===== src/rtl/ccff_chain_loader.sv =====
// ccff_chain_loader: configuration-chain sequencer for one scan chain of CHAIN_LEN flops.
// Takes configuration words from a host over valid/ready and shifts them LSB-first into
// ccff_head while gating the chain with ccff_clk_en. The old chain contents, sampled from
// ccff_tail on the same shifting edges, come back as packed readback words.
//
// Ports:
//   prog_clk / prog_reset  configuration clock (rising edge) and async active-low reset
//   start / abort          begin a load (sampled only in IDLE) / cancel the running load
//   cfg_data/valid/ready   host word handshake; bit 0 of each word is shifted first
//   ccff_head/ccff_tail    serial data into / out of the chain
//   ccff_clk_en            chain shifts on the edge closing a cycle where this is 1
//   rb_data / rb_valid     readback word, right-aligned, with a one-cycle valid pulse
//   busy / done            non-IDLE indicator / one-cycle completion pulse
module ccff_chain_loader #(
  parameter int unsigned CHAIN_LEN = 16,
  parameter int unsigned WORD_W    = 8,
  parameter int unsigned CNT_W     = $clog2(CHAIN_LEN + 1)
) (
  input  logic              prog_clk,
  input  logic              prog_reset,
  input  logic              start,
  input  logic              abort,
  input  logic [WORD_W-1:0] cfg_data,
  input  logic              cfg_valid,
  output logic              cfg_ready,
  output logic              ccff_head,
  input  logic              ccff_tail,
  output logic              ccff_clk_en,
  output logic [WORD_W-1:0] rb_data,
  output logic              rb_valid,
  output logic              busy,
  output logic              done
);

  typedef enum logic [1:0] {StIdle, StWait, StShift, StDone} state_e;

  state_e            state_q, state_d;
  logic [CNT_W-1:0]  total_q, total_d;    // bits shifted so far in this load
  logic [CNT_W-1:0]  wcnt_q, wcnt_d;      // bits still to shift from the current word
  logic [CNT_W-1:0]  wlen_q, wlen_d;      // bit count of the current word
  logic [WORD_W-1:0] sreg_q, sreg_d;
  logic [WORD_W-1:0] rbsh_q, rbsh_d;      // readback capture, filled from the top
  logic [WORD_W-1:0] rb_data_q, rb_data_d;
  logic              rb_valid_q, rb_valid_d;

  int unsigned       remain;
  int unsigned       take;
  logic [WORD_W-1:0] rb_next;

  always_comb begin
    state_d    = state_q;
    total_d    = total_q;
    wcnt_d     = wcnt_q;
    wlen_d     = wlen_q;
    sreg_d     = sreg_q;
    rbsh_d     = rbsh_q;
    rb_data_d  = rb_data_q;
    rb_valid_d = 1'b0;

    remain  = CHAIN_LEN - 32'(total_q);
    take    = (remain < WORD_W) ? remain : WORD_W;
    // Old tail bit enters at the top; after a full word the first captured bit is in bit 0.
    rb_next = (rbsh_q >> 1) | (WORD_W'(ccff_tail) << (WORD_W - 1));

    unique case (state_q)
      StIdle: begin
        if (start && !abort) begin
          total_d = '0;
          state_d = StWait;
        end
      end
      StWait: begin
        if (cfg_valid) begin
          sreg_d  = cfg_data;
          wcnt_d  = take[CNT_W-1:0];
          wlen_d  = take[CNT_W-1:0];
          rbsh_d  = '0;
          state_d = StShift;
        end
      end
      StShift: begin
        sreg_d  = sreg_q >> 1;
        rbsh_d  = rb_next;
        total_d = total_q + CNT_W'(1);
        wcnt_d  = wcnt_q - CNT_W'(1);
        if (wcnt_q == CNT_W'(1)) begin
          rb_valid_d = 1'b1;
          // A short last word sits in the top bits; move it down to bit 0.
          rb_data_d  = rb_next >> (WORD_W - 32'(wlen_q));
          state_d    = (total_q == CNT_W'(CHAIN_LEN - 1)) ? StDone : StWait;
        end
      end
      StDone: begin
        state_d = StIdle;
      end
      default: begin
        state_d = StIdle;
      end
    endcase

    if (abort && (state_q != StIdle)) begin
      state_d    = StIdle;
      rb_valid_d = 1'b0;
    end
  end

  always_ff @(posedge prog_clk or negedge prog_reset) begin
    if (!prog_reset) begin
      state_q    <= StIdle;
      total_q    <= '0;
      wcnt_q     <= '0;
      wlen_q     <= '0;
      sreg_q     <= '0;
      rbsh_q     <= '0;
      rb_data_q  <= '0;
      rb_valid_q <= 1'b0;
    end else begin
      state_q    <= state_d;
      total_q    <= total_d;
      wcnt_q     <= wcnt_d;
      wlen_q     <= wlen_d;
      sreg_q     <= sreg_d;
      rbsh_q     <= rbsh_d;
      rb_data_q  <= rb_data_d;
      rb_valid_q <= rb_valid_d;
    end
  end

  // All outputs decode registered state only.
  assign cfg_ready   = (state_q == StWait);
  assign ccff_clk_en = (state_q == StShift);
  assign ccff_head   = ccff_clk_en & sreg_q[0];
  assign busy        = (state_q != StIdle);
  assign done        = (state_q == StDone);
  assign rb_data     = rb_data_q;
  assign rb_valid    = rb_valid_q;

endmodule


===== config.mk =====
export PLATFORM = sky130hd
export DESIGN_NAME = ccff_chain_loader
export DESIGN_NICKNAME = d
export VERILOG_FILES = /design/src/rtl/ccff_chain_loader.sv
export SDC_FILE = /design/constraint.sdc
export NUM_CORES = 1
export LEC_CHECK = 0
export ABC_AREA = 1
export CORE_MARGIN = 10
export CORE_UTILIZATION = 48
export DETAILED_ROUTE_END_ITERATION = 8
export PLACE_DENSITY = 0.77
export SLEW_MARGIN = 5
export SYNTH_ARGS = -nofsm -noshare
export SYNTH_HDL_FRONTEND = slang
export SYNTH_SLANG_ARGS = --single-unit

===== constraint.sdc =====
create_clock -name prog_clk -period 2.8 [get_ports prog_clk]
set_clock_uncertainty 0.05 [all_clocks]
set_input_delay 0.56 -clock prog_clk [delete_from_list [all_inputs] [get_ports prog_clk]]
set_output_delay 0.56 -clock prog_clk [all_outputs]
set_load 0.1 [all_outputs]

---- Yosys cells after proc, flatten, opt, wreduce, memory -nomap -nowiden ----
Index checks and enable logic that the tools add are counted.
word-level totals
  bits in registers ....................... 42
  output and inout bits ................... 14
operators by class
  reductions and logical operators ........ 12
  shift-type cells ........................ 1
  equality and inequality tests ........... 10
  add/subtract/negate cells ............... 4
  multiplexer cells ....................... 18
  bitwise operators ....................... 2
  order comparisons ....................... 1
operators by type and width
  kind                                                          count
  less-than comparator 32 x 4 -> 1 bit (second input constant)  1
  one-hot mux 8 bit (2 select lines)                            2
  right shift 8 x 32 -> 8 bit                                   1
  one-hot mux 5 bit (2 select lines)                            2
  two-way mux 8 bit                                             2
  two-way mux 5 bit                                             3
  two-way mux 2 bit                                             5
  bitwise OR 7 x 8 -> 8 bit                                     1
  one-hot mux 2 bit (4 select lines)                            1
  AND reduction 2 bit                                           4
  nonzero test 2 bit                                            3
  subtractor 4 x 5 -> 6 bit (first input constant)              1
  subtractor 5 x 5 -> 6 bit (first input constant)              1
  adder 5 x 1 -> 5 bit (second input constant)                  1
  == test 5 x 1 -> 1 bit (second input constant)                1
  == test 5 x 4 -> 1 bit (second input constant)                1
  subtractor 5 x 1 -> 5 bit (second input constant)             1
  == test 2 bit (second input constant)                         2
  inequality test 2 bit (second input constant)                 2
  two-way mux 1 bit                                             3
  inequality test 3 x 1 -> 1 bit (second input constant)        1
  inequality test 3 x 2 -> 1 bit (second input constant)        1
  inequality test 3 bit (second input constant)                 1
  AND reduction 3 bit                                           1
  5 further kinds                                               6

---- Logic depth before layout (Yosys ltp) ----
  depth after elaboration ................. 5
  mapped depth ............................ 10
  depth with buffers taken out ............ 10

---- Worst setup path after synthesis ----
No wires, ideal clock.
  path kind ............................... reg2out
  start point ............................. register state_q[0]
  end point ............................... output port ccff_head
  path slack .............................. 28 ps
  required time ........................... 2190 ps
  stages on the path, launching flop included .. 6
  arrival time ............................ 2162 ps
  path through ............................ dfrtp_1 inv_2 nand2_1 buf_4 buf_2 nor2_1
on the way
  longest elaborated chain between the ends .. 2
RTL lines
  what                      line  RTL
  start: declaration        37    state_e state_q, state_d;
  start signal: assignment  109   state_q <= StIdle;
  start signal: assignment  118   state_q <= state_d;
  == test 2 bit             131   assign ccff_clk_en = (state_q == StShift);
  AND 1 bit                 132   assign ccff_head = ccff_clk_en & sreg_q[0];
  end: declaration          26    output logic ccff_head,
No other way between the ends.

---- Worst setup path in the final report ----
Ends and elaborated chain as after synthesis.

==> qor.txt <==
syn avg cell area = 8.05 sq um
Hold Path Class = input port to async pin
Die ar. = 0.00770 sq mm
vias in the first global route = 1958
min Tclk post-route = 2.21 ns
via total after detailed routing = 1868
width of the die = 87.8 microns
met3 WL post-DR = 244 microns
router iterations before antenna repair = 4
Synth Net Count = 294
CTS max path bufs = 2
met2 WL post-DR = 2240 microns
CTS tree = built
drt wl/cell = 13.3 microns
Seq/Total Area, Yosys = 0.465
post-route setup TNS = 0 ns
hold_buf cts = 0
htree depth = 2
Fmax = 453 MHz
HPWL after DPL = 3560 microns
Synth warnings = 0
CTS Sinks = 41
Syn Inst Count = 274
Max Cap Violations = 0
first-pass GRT wire length = 8630 microns
via density per instance = 5.23
Final Hold Fails = 0
largest net degree at the start of global routing = 42
ANT nets after route = 0
drc violations = 0
total track usage = 0.138
Mapped Area = 0.00220 sq mm
pre-CTS setup slack = 0.662 ns
R2R depth = 9
Die H = 87.8 microns
Post-CTS Setup Bufs = 0
Register Area = 0.00103 sq mm
Async S/R FF share, synth = 1.00
# rows = 24
commonest cells after routing, fill and taps aside = nand2_1 (67), dfrtp_1 (41), inv_1 (34), nand3_1 (34)
# placed instances = 349
Crit. Startpoint = state_q[0]$_DFFE_PN0P_
fin. max-slew vios = 0
crit path launch type = flop
Skew-Pair Late Insertion Delay = 0.30 ns
initial antenna violation count = 0
CP arrival = 1.60 ns
GP Congestion = 0.838
# diodes = 0
RSZ-0062 raised after global routing = no
FILL cells = 394
status = finished clean
Max transition margin = 0.395
port bufs = 27
routed metal-1 wirelength = 2200 microns
Initial DRC Count = 58
commonest non-fill, non-tap cell in the layout = nand2_1
area delta synth->final = 18.1%
R2R Setup Slk = 0.74 ns
cts bufs inserted = 5
Routed WL = 4750 microns
Post-DP Area = 0.00250 sq mm
final period utilization = 0.789
clk root buf = clkbuf_8
total grt overflow = 0
synthesized flop and latch total = 41
count of cell types in the netlist = 28
Multi-input gate area = 987 sq um
Reg2Reg Capture Point = rb_data[0]$_DFFE_PN0P_
ratio of cells with drive above 1 in the final layout = 0.148
final instance area = 0.00260 sq mm
Setup crit end kind = output port
Reg2Reg Launch Point = wlen_q[0]$_DFFE_PN0P_
worst-path maximum fanout = 17
Post-Layout Cell Count = 357
Least-Margin Pin Slew = 0.907 ns
Top Metal Used = met4
critical path class = flop to output port
Post-CTS Resized = 0
Initial Util = 0.499
clk slew on worst S/H paths = 0.08 ns
area of the core = 0.00441 sq mm
Setup-failing EPs final = 0
total I/O pin count = 28
Final WS setup = 0.591 ns
EDFF count, synth = 0
nets = 324
ys flop type = dfrtp_1
Worst EP required = 2.19 ns
==> how the worst max path moves through the flow <==
stage,slack (ns),to,depth (start not counted)
4_1_cts,0.58,ccff_head,5
3_5_place_dp,0.66,sreg_q[7]$_DFFE_PN0P_,7
6_report,0.59,ccff_head,5
3_3_place_gp,0.71,sreg_q[7]$_DFFE_PN0P_,7
5_1_grt,0.49,ccff_head,5
2_1_floorplan,0.03,ccff_head,5
==> layout make-up <==
class                   count  area share
flip-flops and latches     41       0.394
clock buffers               7      0.0370
repair buffers             29       0.104
multi-input cells         186       0.379
clock inverters             1     0.00192
inverters                  41      0.0591
well taps                  52      0.0250
==> per-stage QoR <==
step	hold WS (ns)	util
global placement	0.413	0.567
detailed placement	0.417	0.567
finish	0.338	0.590
floorplan	0.214	-
global route	0.402	0.590
CTS	0.365	0.590
==> synth_stat cells, types with 3 or more instances <==
cell type | count | area, sq um
o21ai_0 | 14 | 70.1
o21ai_1 | 7 | 35.0
a21oi_1 | 7 | 35.0
o22ai_1 | 9 | 56.3
inv_1 | 34 | 128
nand2_1 | 67 | 251
buf_2 | 3 | 15.0
inv_2 | 6 | 22.5
nand4_1 | 3 | 18.8
xor2_1 | 5 | 43.8
buf_4 | 3 | 22.5
nor2_1 | 14 | 52.6
nand3_1 | 34 | 170
o211ai_1 | 3 | 22.5
ha_1 | 6 | 75.1
dfrtp_1 | 41 | 1030
==> flip-flops by register name (all words and copies together), names as in the netlist <==
signal / count
rb_data: 8
rb_valid: 1
rbsh_q: 7
sreg_q: 8
state_q: 2
total_q: 5
wcnt_q: 5
wlen_q: 5
==> cell families (layout without fill, tap and decap cells) <==
| family | Yosys count | count (layout) | synth area share |
|---|---|---|---|
| adder cells (fa/ha/maj) | 6 | 6 | 0.0341 |
| flip-flops | 41 | 41 | 0.465 |
| AO/OA/AOI/OAI | 46 | 46 | 0.127 |
| XOR/XNOR | 5 | 5 | 0.0199 |
| AND/OR/NAND/NOR | 129 | 129 | 0.267 |
| buffers and inverters | 47 | 78 | 0.0868 |
==> critical path, stage by stage, from the launching register on <==
cell and delay, ns:
dfrtp_1 0.43, inv_2 0.10, nand2_1 0.12, buf_4 0.24
nor2_1 0.20, buf_12 0.21
==> per-layer routing <==
layer / up-vias / track usage
met5: - / 0
met4: 0 / 0.0478
met3: 8 / 0.0511
met2: 35 / 0.224
met1: 872 / 0.164
li1: 953 / -
Power is left out: the tool's default activity adds up to more than one toggle a clock period on the data nets, which glitch-free logic cannot reach.
